[src/rtl/mul_div_unit.sv]
// ============================================================================
// Module      : mul_div_unit
// Description : Multi-cycle RV32M multiply/divide unit for the EX stage.
//               Shift-add multiplier and restoring divider, one bit per cycle.
// Revision    : 1.0
// ============================================================================
`default_nettype none

module mul_div_unit #(
    parameter int WIDTH = 32
) (
    input  logic             clk,
    input  logic             reset,
    input  logic             start,
    input  logic [2:0]       op,
    input  logic [WIDTH-1:0] A,
    input  logic [WIDTH-1:0] B,
    input  logic             flush,
    output logic             ready,
    output logic             busy,
    output logic             done,
    output logic [WIDTH-1:0] result
);

    localparam int CNT_W = (WIDTH > 1) ? $clog2(WIDTH) : 1;

    localparam logic [1:0] S_IDLE = 2'd0;
    localparam logic [1:0] S_CALC = 2'd1;
    localparam logic [1:0] S_FIX  = 2'd2;
    localparam logic [1:0] S_DONE = 2'd3;

    logic [1:0]         r_state;
    logic [2:0]         r_op;
    logic               r_neg_q;
    logic               r_neg_r;
    logic [WIDTH-1:0]   r_hi;
    logic [WIDTH-1:0]   r_lo;
    logic [WIDTH-1:0]   r_opnd;
    logic [CNT_W-1:0]   r_cnt;
    logic [WIDTH-1:0]   r_result;

    logic               w_a_signed;
    logic               w_b_signed;
    logic               w_neg_a;
    logic               w_neg_b;
    logic [WIDTH-1:0]   w_mag_a;
    logic [WIDTH-1:0]   w_mag_b;
    logic               w_b_zero;
    logic               w_ovf;
    logic               w_special;
    logic [WIDTH-1:0]   w_special_res;
    logic [WIDTH:0]     w_mul_sum;
    logic [WIDTH:0]     w_div_shift;
    logic [WIDTH:0]     w_div_diff;
    logic               w_div_ok;
    logic [2*WIDTH-1:0] w_prod;
    logic [2*WIDTH-1:0] w_prod_s;
    logic [WIDTH-1:0]   w_quot;
    logic [WIDTH-1:0]   w_rem;
    logic [WIDTH-1:0]   w_fix_res;

    // MUL takes the unsigned path: its low half is identical either way.
    assign w_a_signed = (op == 3'b001) || (op == 3'b010) || (op == 3'b100) || (op == 3'b110);
    assign w_b_signed = (op == 3'b001) || (op == 3'b100) || (op == 3'b110);
    assign w_neg_a    = w_a_signed & A[WIDTH-1];
    assign w_neg_b    = w_b_signed & B[WIDTH-1];
    assign w_mag_a    = w_neg_a ? -A : A;
    assign w_mag_b    = w_neg_b ? -B : B;

    assign w_b_zero   = (B == '0);
    assign w_ovf      = op[2] & ~op[0] & (A == {1'b1, {(WIDTH-1){1'b0}}}) & (B == '1);
    assign w_special  = op[2] & (w_b_zero | w_ovf);
    assign w_special_res = w_b_zero ? (op[1] ? A : '1) : (op[1] ? '0 : A);

    // One iteration: r_lo holds multiplier / dividend, r_opnd multiplicand / divisor.
    assign w_mul_sum   = {1'b0, r_hi} + (r_lo[0] ? {1'b0, r_opnd} : {(WIDTH+1){1'b0}});
    assign w_div_shift = {r_hi, r_lo[WIDTH-1]};
    assign w_div_diff  = w_div_shift - {1'b0, r_opnd};
    assign w_div_ok    = ~w_div_diff[WIDTH];

    assign w_prod    = {r_hi, r_lo};
    assign w_prod_s  = r_neg_q ? -w_prod : w_prod;
    assign w_quot    = r_neg_q ? -r_lo : r_lo;
    assign w_rem     = r_neg_r ? -r_hi : r_hi;
    assign w_fix_res = r_op[2] ? (r_op[1] ? w_rem : w_quot)
                               : ((r_op[1:0] == 2'b00) ? w_prod_s[WIDTH-1:0]
                                                       : w_prod_s[2*WIDTH-1:WIDTH]);

    always_ff @(posedge clk or posedge reset) begin
        if (reset) begin
            r_state  <= S_IDLE;
            r_op     <= '0;
            r_neg_q  <= 1'b0;
            r_neg_r  <= 1'b0;
            r_hi     <= '0;
            r_lo     <= '0;
            r_opnd   <= '0;
            r_cnt    <= '0;
            r_result <= '0;
        end else if (flush) begin
            r_state <= S_IDLE;
        end else begin
            case (r_state)
                S_IDLE, S_DONE: begin
                    if (start) begin
                        r_op    <= op;
                        r_neg_q <= w_neg_a ^ w_neg_b;
                        r_neg_r <= w_neg_a;
                        r_hi    <= '0;
                        r_lo    <= w_mag_a;
                        r_opnd  <= w_mag_b;
                        r_cnt   <= '0;
                        if (w_special) begin
                            r_state  <= S_DONE;
                            r_result <= w_special_res;
                        end else begin
                            r_state <= S_CALC;
                        end
                    end else begin
                        r_state <= S_IDLE;
                    end
                end
                S_CALC: begin
                    if (r_op[2]) begin
                        r_hi <= w_div_ok ? w_div_diff[WIDTH-1:0] : w_div_shift[WIDTH-1:0];
                        r_lo <= {r_lo[WIDTH-2:0], w_div_ok};
                    end else begin
                        r_hi <= w_mul_sum[WIDTH:1];
                        r_lo <= {w_mul_sum[0], r_lo[WIDTH-1:1]};
                    end
                    r_cnt <= r_cnt + 1'b1;
                    if (r_cnt == CNT_W'(WIDTH-1)) begin
                        r_state <= S_FIX;
                    end
                end
                S_FIX: begin
                    r_result <= w_fix_res;
                    r_state  <= S_DONE;
                end
                default: r_state <= S_IDLE;
            endcase
        end
    end

    assign ready  = (r_state == S_IDLE) || (r_state == S_DONE);
    assign busy   = (r_state == S_CALC) || (r_state == S_FIX);
    assign done   = (r_state == S_DONE);
    assign result = r_result;

endmodule

`default_nettype wire
[config.mk]
export PLATFORM = sky130hd
export DESIGN_NAME = mul_div_unit
export DESIGN_NICKNAME = d
export VERILOG_FILES = /design/src/rtl/mul_div_unit.sv
export SDC_FILE = /design/constraint.sdc
export NUM_CORES = 1
export LEC_CHECK = 0
export ABC_AREA = 1
export CAP_MARGIN = 10
export CELL_PAD_IN_SITES_DETAIL_PLACEMENT = 1
export CELL_PAD_IN_SITES_GLOBAL_PLACEMENT = 1
export CORE_MARGIN = 8
export CORE_UTILIZATION = 46
export CTS_BUF_LIST = sky130_fd_sc_hd__clkbuf_16
export DETAILED_ROUTE_END_ITERATION = 10
export GPL_TIMING_DRIVEN = 0
export PLACE_DENSITY_LB_ADDON = 0.1
export SKIP_CTS_REPAIR_TIMING = 1
export SYNTH_ARGS = -nofsm -noshare
export SYNTH_HDL_FRONTEND = slang
export SYNTH_SLANG_ARGS = --single-unit
[constraint.sdc]
create_clock -name clk -period 15.1 [get_ports clk]
set_clock_uncertainty 0.15 [all_clocks]
set_input_delay 3.02 -clock clk [delete_from_list [all_inputs] [get_ports clk]]
set_output_delay 3.02 -clock clk [all_outputs]
set_load 0.005 [all_outputs]
==> qor.txt, run 1 <==
Ys async rst share - 1.00
Hold slack - 335 ps
Largest net degree at the start of global routing - 97
RSZ-0062 raised after global routing - no
Crit path max-delay family - simple AND/OR/NAND/NOR gates
EDFF count, synth - 0
Top-count cell post-synth - nand2_1
Yosys top cell area share - 0.234
Yosys cell types - 50
TNS Setup - 0 ps
Avg Vias per Cell - 6.11
Drt initial violations - 2798
Main synth FF type - dfrtp_1
WP data required - 15360 ps
# diodes - 0
CP max stage delay - 610 ps
Dpl ws - 8970 ps
Total Routing Usage GR - 0.405
Final min period - 5740 ps
Core Box Area - 39400 um2
TritonCTS clock tree - built
Global routing met3 resource utilization - 0.113
Syn avg cell area - 5.47 um2
Die H - 215 um
Initial Utilization - 0.462
CP Max Fanout - 10
HPWL after DPL - 77900 um
Post-DP Area - 19900 um2
Initial antenna violation count - 4
Post-synth top cells - nand2_1, inv_1, nand3_1
Clock transition at path regs - 70 ps
Vias in the first global route - 24400
DIE AREA - 46200 um2
Crit path DAT - 6000 ps
Layout cell share with drive strength beyond 1 - 0.0366
Clock Sinks - 140
CP dominant cell by count - nand2_1
GR Util met1 - 0.544
Synthesized cell area - 18200 um2
Cts bufs inserted - 17
Worst-Margin Slew - 1180 ps
Area contributors post-synth - nand2_1, dfrtp_1, nand3_1
Htree depth - 4
Drt pass-1 iters - 6
Max Cap Violations - 0
Slowest CP cell - clkdlybuf4s50_1
Worst-Skew Late Latency - 480 ps
CP cell instances - clkdlybuf4s50_1 > inv_1 > ha_1 > nand3_1 > nor3_1 > nand2_1 > nor2_1 > nand3_1 > nand2_1 > nand2_1 > nand2_2 > nand2_2 > buf_6 > nor2_1 > nand2_1 > nand2_1
Critical path class - in -> reg
GR Overflow Total - 0
Met2 Resource Use GR - 0.587
WP buf/inv - 3
Root Buffer - clkbuf_16
Nets - 3600
Average wire per standard cell - 24.2 um
Final worst path period share - 0.380
Port bufs - 104
Max Clk Rate - 174 MHz
CP Launch Type - input port
Synth Register Bits - 140
Outcome - finished, final reports clean
Rel. slew slack - 0.210
Layout area overhead - 12.7%
Synth area leader - nand2_1
Clock buffer depth - 2
Grt peak-use layer - met2
DRC - 0
Max-slew violations - 0
Vias - 24400
Final setup margin - 9360 ps
Die Width - 215 um
Mapped Cells - 3329
Hold WC Path Type - reg -> reg
Global-route wire length before repair - 145000 um
FF+latch area - 3500 um2
Fill cell count - 5859
Row Count - 73
Design area - 20500 um2
# setup viols final - 0
Number of nets still failing antenna checks after routing - 0
Worst vdd ir - 0.125 mV
Placer Congestion - 1.11
YS warnings - 0
I/O pin count - 106
CP Capture Type - flip-flop
Hold Fails Final Rpt - 0
Leakage - 0.0109 uW
Syn_nets - 3476
Sequential area share after synthesis - 0.192
Cell Pwr Density - 249 nW/um2
WL final - 96600 um
Area occupied by multi-input gates - 12400 um2
-- worst register-to-register path, delay by kind of cell, from the launching register on --
family | cells | cell delay [ps]
AND/OR/NAND/NOR | 10 | 1430
buffers and inverters | 4 | 840
flip-flops | 1 | 340
AO/OA/AOI/OAI | 1 | 440
adder cells (fa/ha/maj) | 2 | 620
-- power by group --
| part | switching [uW] | total (uW) | internal (uW) |
|---|---|---|---|
| registers | 307 | 839 | 533 |
| logic | 2710 | 3820 | 1110 |
| clock network | 201 | 447 | 246 |
| total | 3220 | 5110 | 1890 |
-- path summary, 6_finish.rpt --
| check | from | to | slack, ps | cells past startpoint |
|---|---|---|---|---|
| min in group asynchronous | reset | result[24] | 2810 | 2 |
| worst max-delay path | A[0] | result[29] | 9360 | 16 |
| worst max register to register | r_lo[0] | r_hi[27] | 11150 | 17 |
| max in group asynchronous | reset | r_opnd[14] | 11030 | 3 |
| worst min register to register | result[5] | result[5] | 340 | 2 |
| worst min-delay path | result[5] | result[5] | 340 | 2 |
-- placed cells by master, fill, tap and decap left out, drive strengths merged, types with 2 or more instances in the layout --
| cell type | synthesis | layout |
|---|---|---|
| a21o | 4 | 4 |
| a21oi | 133 | 133 |
| a22o | 2 | 2 |
| a22oi | 10 | 10 |
| a31oi | 29 | 29 |
| and2 | 5 | 5 |
| buf | 54 | 55 |
| bufinv | 0 | 2 |
| clkbuf | 72 | 89 |
| clkdlybuf4s50 | 0 | 104 |
| clkinv | 1 | 4 |
| clkinvlp | 0 | 2 |
| dfrtp | 140 | 140 |
| fa | 2 | 2 |
| ha | 74 | 74 |
| inv | 464 | 472 |
| nand2 | 1142 | 1142 |
| nand3 | 436 | 436 |
| nand3b | 17 | 17 |
| nand4 | 31 | 31 |
| nor2 | 370 | 370 |
| nor3 | 24 | 24 |
| nor4 | 3 | 3 |
| o211ai | 9 | 9 |
| o21a | 6 | 6 |
| o21ai | 213 | 213 |
| o21bai | 5 | 5 |
| o22ai | 2 | 2 |
| or2 | 9 | 9 |
| xnor2 | 15 | 15 |
| xor2 | 51 | 51 |
-- kinds of logic (layout without fill, tap and decap cells) --
group           count (synthesis)  in the layout  synth area share
xor+xnor                       66             66            0.0318
fa+ha+maj                      76             76            0.0531
compound gates                417            417             0.123
simple gates                 2038           2038             0.472
buf+inv                       591            728             0.128
flops                         140            140             0.192
mux                             1              1          0.000550
-- stage by stage --
stage / instances / total power [uW] / util
6_report: 3991 / 5110 / 0.521
5_1_grt: 3991 / 5400 / 0.521
4_1_cts: 3991 / 4920 / 0.521
3_5_place_dp: 3959 / 4430 / 0.506
3_3_place_gp: 3958 / 4280 / 0.506
2_1_floorplan: 3329 / 3050 / -
-- final cells by class --
cell class              instances  area share
plain buffers                 126      0.0284
clock buffers                  17      0.0207
clock inverters                15     0.00793
inverters                     465      0.0854
multi-input cells            2598       0.603
flip-flops and latches        140       0.171
well taps                     525      0.0320
repair buffers                105      0.0521
-- state kept, by name, summed over array words and instances, names as in the netlist --
name	cells
r_op	3
r_lo	32
r_cnt	5
r_neg_r	1
r_neg_q	1
result	32
r_state	2
r_opnd	32
r_hi	32
-- routing by layer --
layer / vias up / wire length [um] / share of wire
li1: 10800 / - / -
met1: 11800 / 40400 / 0.42
met2: 1451 / 39300 / 0.41
met3: 354 / 11700 / 0.12
met4: 2 / 5200 / 0.054
met5: - / 13 / 0.00013
Note: power is estimated with default switching activity, not from simulation.
==> inputs of run 2 (changes only) <==
--- a/config.mk
+++ b/config.mk
@@ -10,7 +10,7 @@
 export CELL_PAD_IN_SITES_DETAIL_PLACEMENT = 1
 export CELL_PAD_IN_SITES_GLOBAL_PLACEMENT = 1
 export CORE_MARGIN = 8
-export CORE_UTILIZATION = 46
+export CORE_UTILIZATION = 42
 export CTS_BUF_LIST = sky130_fd_sc_hd__clkbuf_16
 export DETAILED_ROUTE_END_ITERATION = 10
 export GPL_TIMING_DRIVEN = 0
==> constraint.sdc (replaced) <==
create_clock -name clk -period 6 [get_ports clk]
set_clock_uncertainty 0.15 [all_clocks]
set_input_delay 1.2 -clock clk [delete_from_list [all_inputs] [get_ports clk]]
set_output_delay 1.2 -clock clk [all_outputs]
set_load 0.005 [all_outputs]
==> qor.txt, run 2 (synthesis results as in run 1) <==
Max-slew violations - 0 (unchanged)
# setup viols final - 0 (unchanged)
Root Buffer - clkbuf_16
Max Clk Rate - 260 MHz
Cts bufs inserted - 17 (unchanged)
Final Core Density - 0.480 (-0.0413)
Avg Vias per Cell - 5.88 (-3.8%)
Combinational share of power - 0.748 (about the same)
Cells after DPL - 4019 (+1.5%)
Most common cell after layout, fill and taps aside - nand2_1
Leakage - 0.0109 uW (about the same)
WL final - 96300 um (-0.31%)
Die Width - 224 um (+4.3%)
Total Routing Usage GR - 0.377 (-0.0284)
Worst-Skew Late Latency - 480 ps (about the same)
WP data required - 6220 ps (-9140 ps)
Number of nets still failing antenna checks after routing - 0 (unchanged)
Outcome - finished, final reports clean
Initial antenna violation count - 3 (-1)
Sequential Power Share - 0.166 (+0.002)
Max Cap Violations - 0 (unchanged)
Hold WC Path Type - reg -> reg
RSZ-0062 raised after global routing - no
Average wire per standard cell - 23.8 um (-1.8%)
Design Power - 12800 uW (+150%)
Slowest CP cell - clkbuf_1
CP Capture Type - flip-flop
Most frequent cells in the layout - nand2_1, inv_1, nand3_1, nor2_1, o21ai_0
Worst vdd ir - 0.347 mV (+180%)
Vias - 23800 (-2.4%)
CP cell instances - buf_6 > clkbuf_1 > nand2_1 > inv_1 > ha_1 > inv_1 > fa_1 > o21ai_0 > nand2_1 > nand2_1 > nand2_1 > nand2_1 > nand3_1 > nand3_1 > nand3_1 > nand3_1 > nand2_1
Clock transition at path regs - 70 ps (about the same)
Global-route wire length before repair - 144000 um (-0.60%)
Drt initial violations - 2272 (-19%)
Htree depth - 4 (unchanged)
Clock buffer depth - 2 (unchanged)
GR Overflow Total - 0 (unchanged)
Clock Sinks - 140 (unchanged)
DIE AREA - 50300 um2 (+8.8%)
Vias in the first global route - 23700 (-3.1%)
DRC - 0 (unchanged)
CP dominant cell by count - nand2_1
Rel. slew slack - 0.192 (-0.0184)
Layout cell share with drive strength beyond 1 - 0.0369 (+0.000289)
HPWL after DPL - 79600 um (+2.3%)
Nets - 3600 (unchanged)
Layout area overhead - 13.1%
Final min period - 3850 ps
Die H - 224 um (+4.3%)
Cell Pwr Density - 622 nW/um2 (+150%)
CP max stage delay - 540 ps (-70 ps)
Drt pass-1 iters - 6 (unchanged)
Final worst path period share - 0.642
Crit path DAT - 4060 ps (-1940 ps)
Row Count - 76 (+4.1%)
I/O pin count - 106 (unchanged)
Clock power share - 0.086 (-0.002)
Worst-Margin Slew - 1210 ps (+27.6 ps)
CP Max Fanout - 10 (unchanged)
Port bufs - 104 (unchanged)
Design area - 20600 um2 (+0.32%)
Largest net degree at the start of global routing - 95 (-2.1%)
Placer Congestion - 1.04 (-6.1%)
Post-route insts no fill - 4052 (+1.5%)
Critical path class - reg -> reg
CP Launch Type - flip-flop
Switch Pwr - 8070 uW (+150%)
TritonCTS clock tree - built
Core Box Area - 42900 um2 (+8.9%)
Hold Fails Final Rpt - 0 (unchanged)
Power Internal - 4720 uW (+150%)
Initial Utilization - 0.424 (-0.0379)
Switching Share - 0.631 (+0.00101)
Post-DP Area - 20000 um2 (+0.38%)
-- run 2: cell types whose count changed in the layout (fill, tap and decap cells not counted), sizes merged --
| cell | previous run | this run |
|---|---|---|
| bufinv | 2 | 1 |
| clkinvlp | 2 | 1 |
| diode | 0 | 1 |
| inv | 472 | 474 |
-- run 2: final cells by class --
| type | count | area, um2 |
|---|---|---|
| flip-flops and latches | 140 | 3500 |
| clock buffers | 17 | 425 |
| well taps | 585 | 732 |
| multi-input cells | 2598 | 12400 |
| fillers | 6304 | 22300 |
| repair buffers | 105 | 1070 |
| clock inverters | 15 | 150 |
| diodes | 1 | 2.50 |
| plain buffers | 126 | 582 |
| inverters | 465 | 1750 |
-- run 2: worst paths after layout --
kind,slack [ps],start,to,cells past startpoint
setup / recovery,2150,r_lo[0],r_hi[27],17
hold / removal,330,result[20],result[20],2
setup reg to reg,2150,r_lo[0],r_hi[27],17
hold reg to reg,330,result[20],result[20],2
max in group asynchronous,3790,reset,r_opnd[14],3
min in group asynchronous,1000,reset,result[28],2
-- run 2: through the flow --
| stage | setup WS (ps) | TNS [ps] | hold WS (ps) |
|---|---|---|---|
| detailed placement | 1810 | 0 | 321 |
| global route | 1830 | 0 | 355 |
| finish | 2150 | 0 | 332 |
| CTS | 2240 | 0 | 338 |
| floorplan | 897 | 0 | 304 |
| global placement | -1270 | -172320 | 315 |
-- run 2: critical path, delay by kind of cell (launching register included) --
| family | cells | cell delay (ps) |
|---|---|---|
| simple gates | 10 | 1330 |
| buf+inv | 4 | 850 |
| fa+ha+maj | 2 | 630 |
| compound gates | 1 | 450 |
| flops | 1 | 340 |
-- run 2: power groups by stage --
| stage | combinational (uW) | clock, uW | sequential (uW) |
|---|---|---|---|
| final | 9570 | 1100 | 2130 |
| after global routing | 10300 | 1130 | 2130 |
| after CTS | 9250 | 1100 | 2070 |
| after detailed placement | 9180 | 0 | 2080 |
| after global placement | 8880 | 0 | 2070 |
| after floorplan | 5970 | 0 | 1690 |
-- run 2: layer usage --
metal | vias up | global-route usage | part of all wire
met1 | 11600 | 0.526 | 0.44
met5 | - | 0 | 0.00028
met3 | 230 | 0.0963 | 0.11
li1 | 10800 | - | -
met4 | 4 | 0.148 | 0.041
met2 | 1175 | 0.548 | 0.41
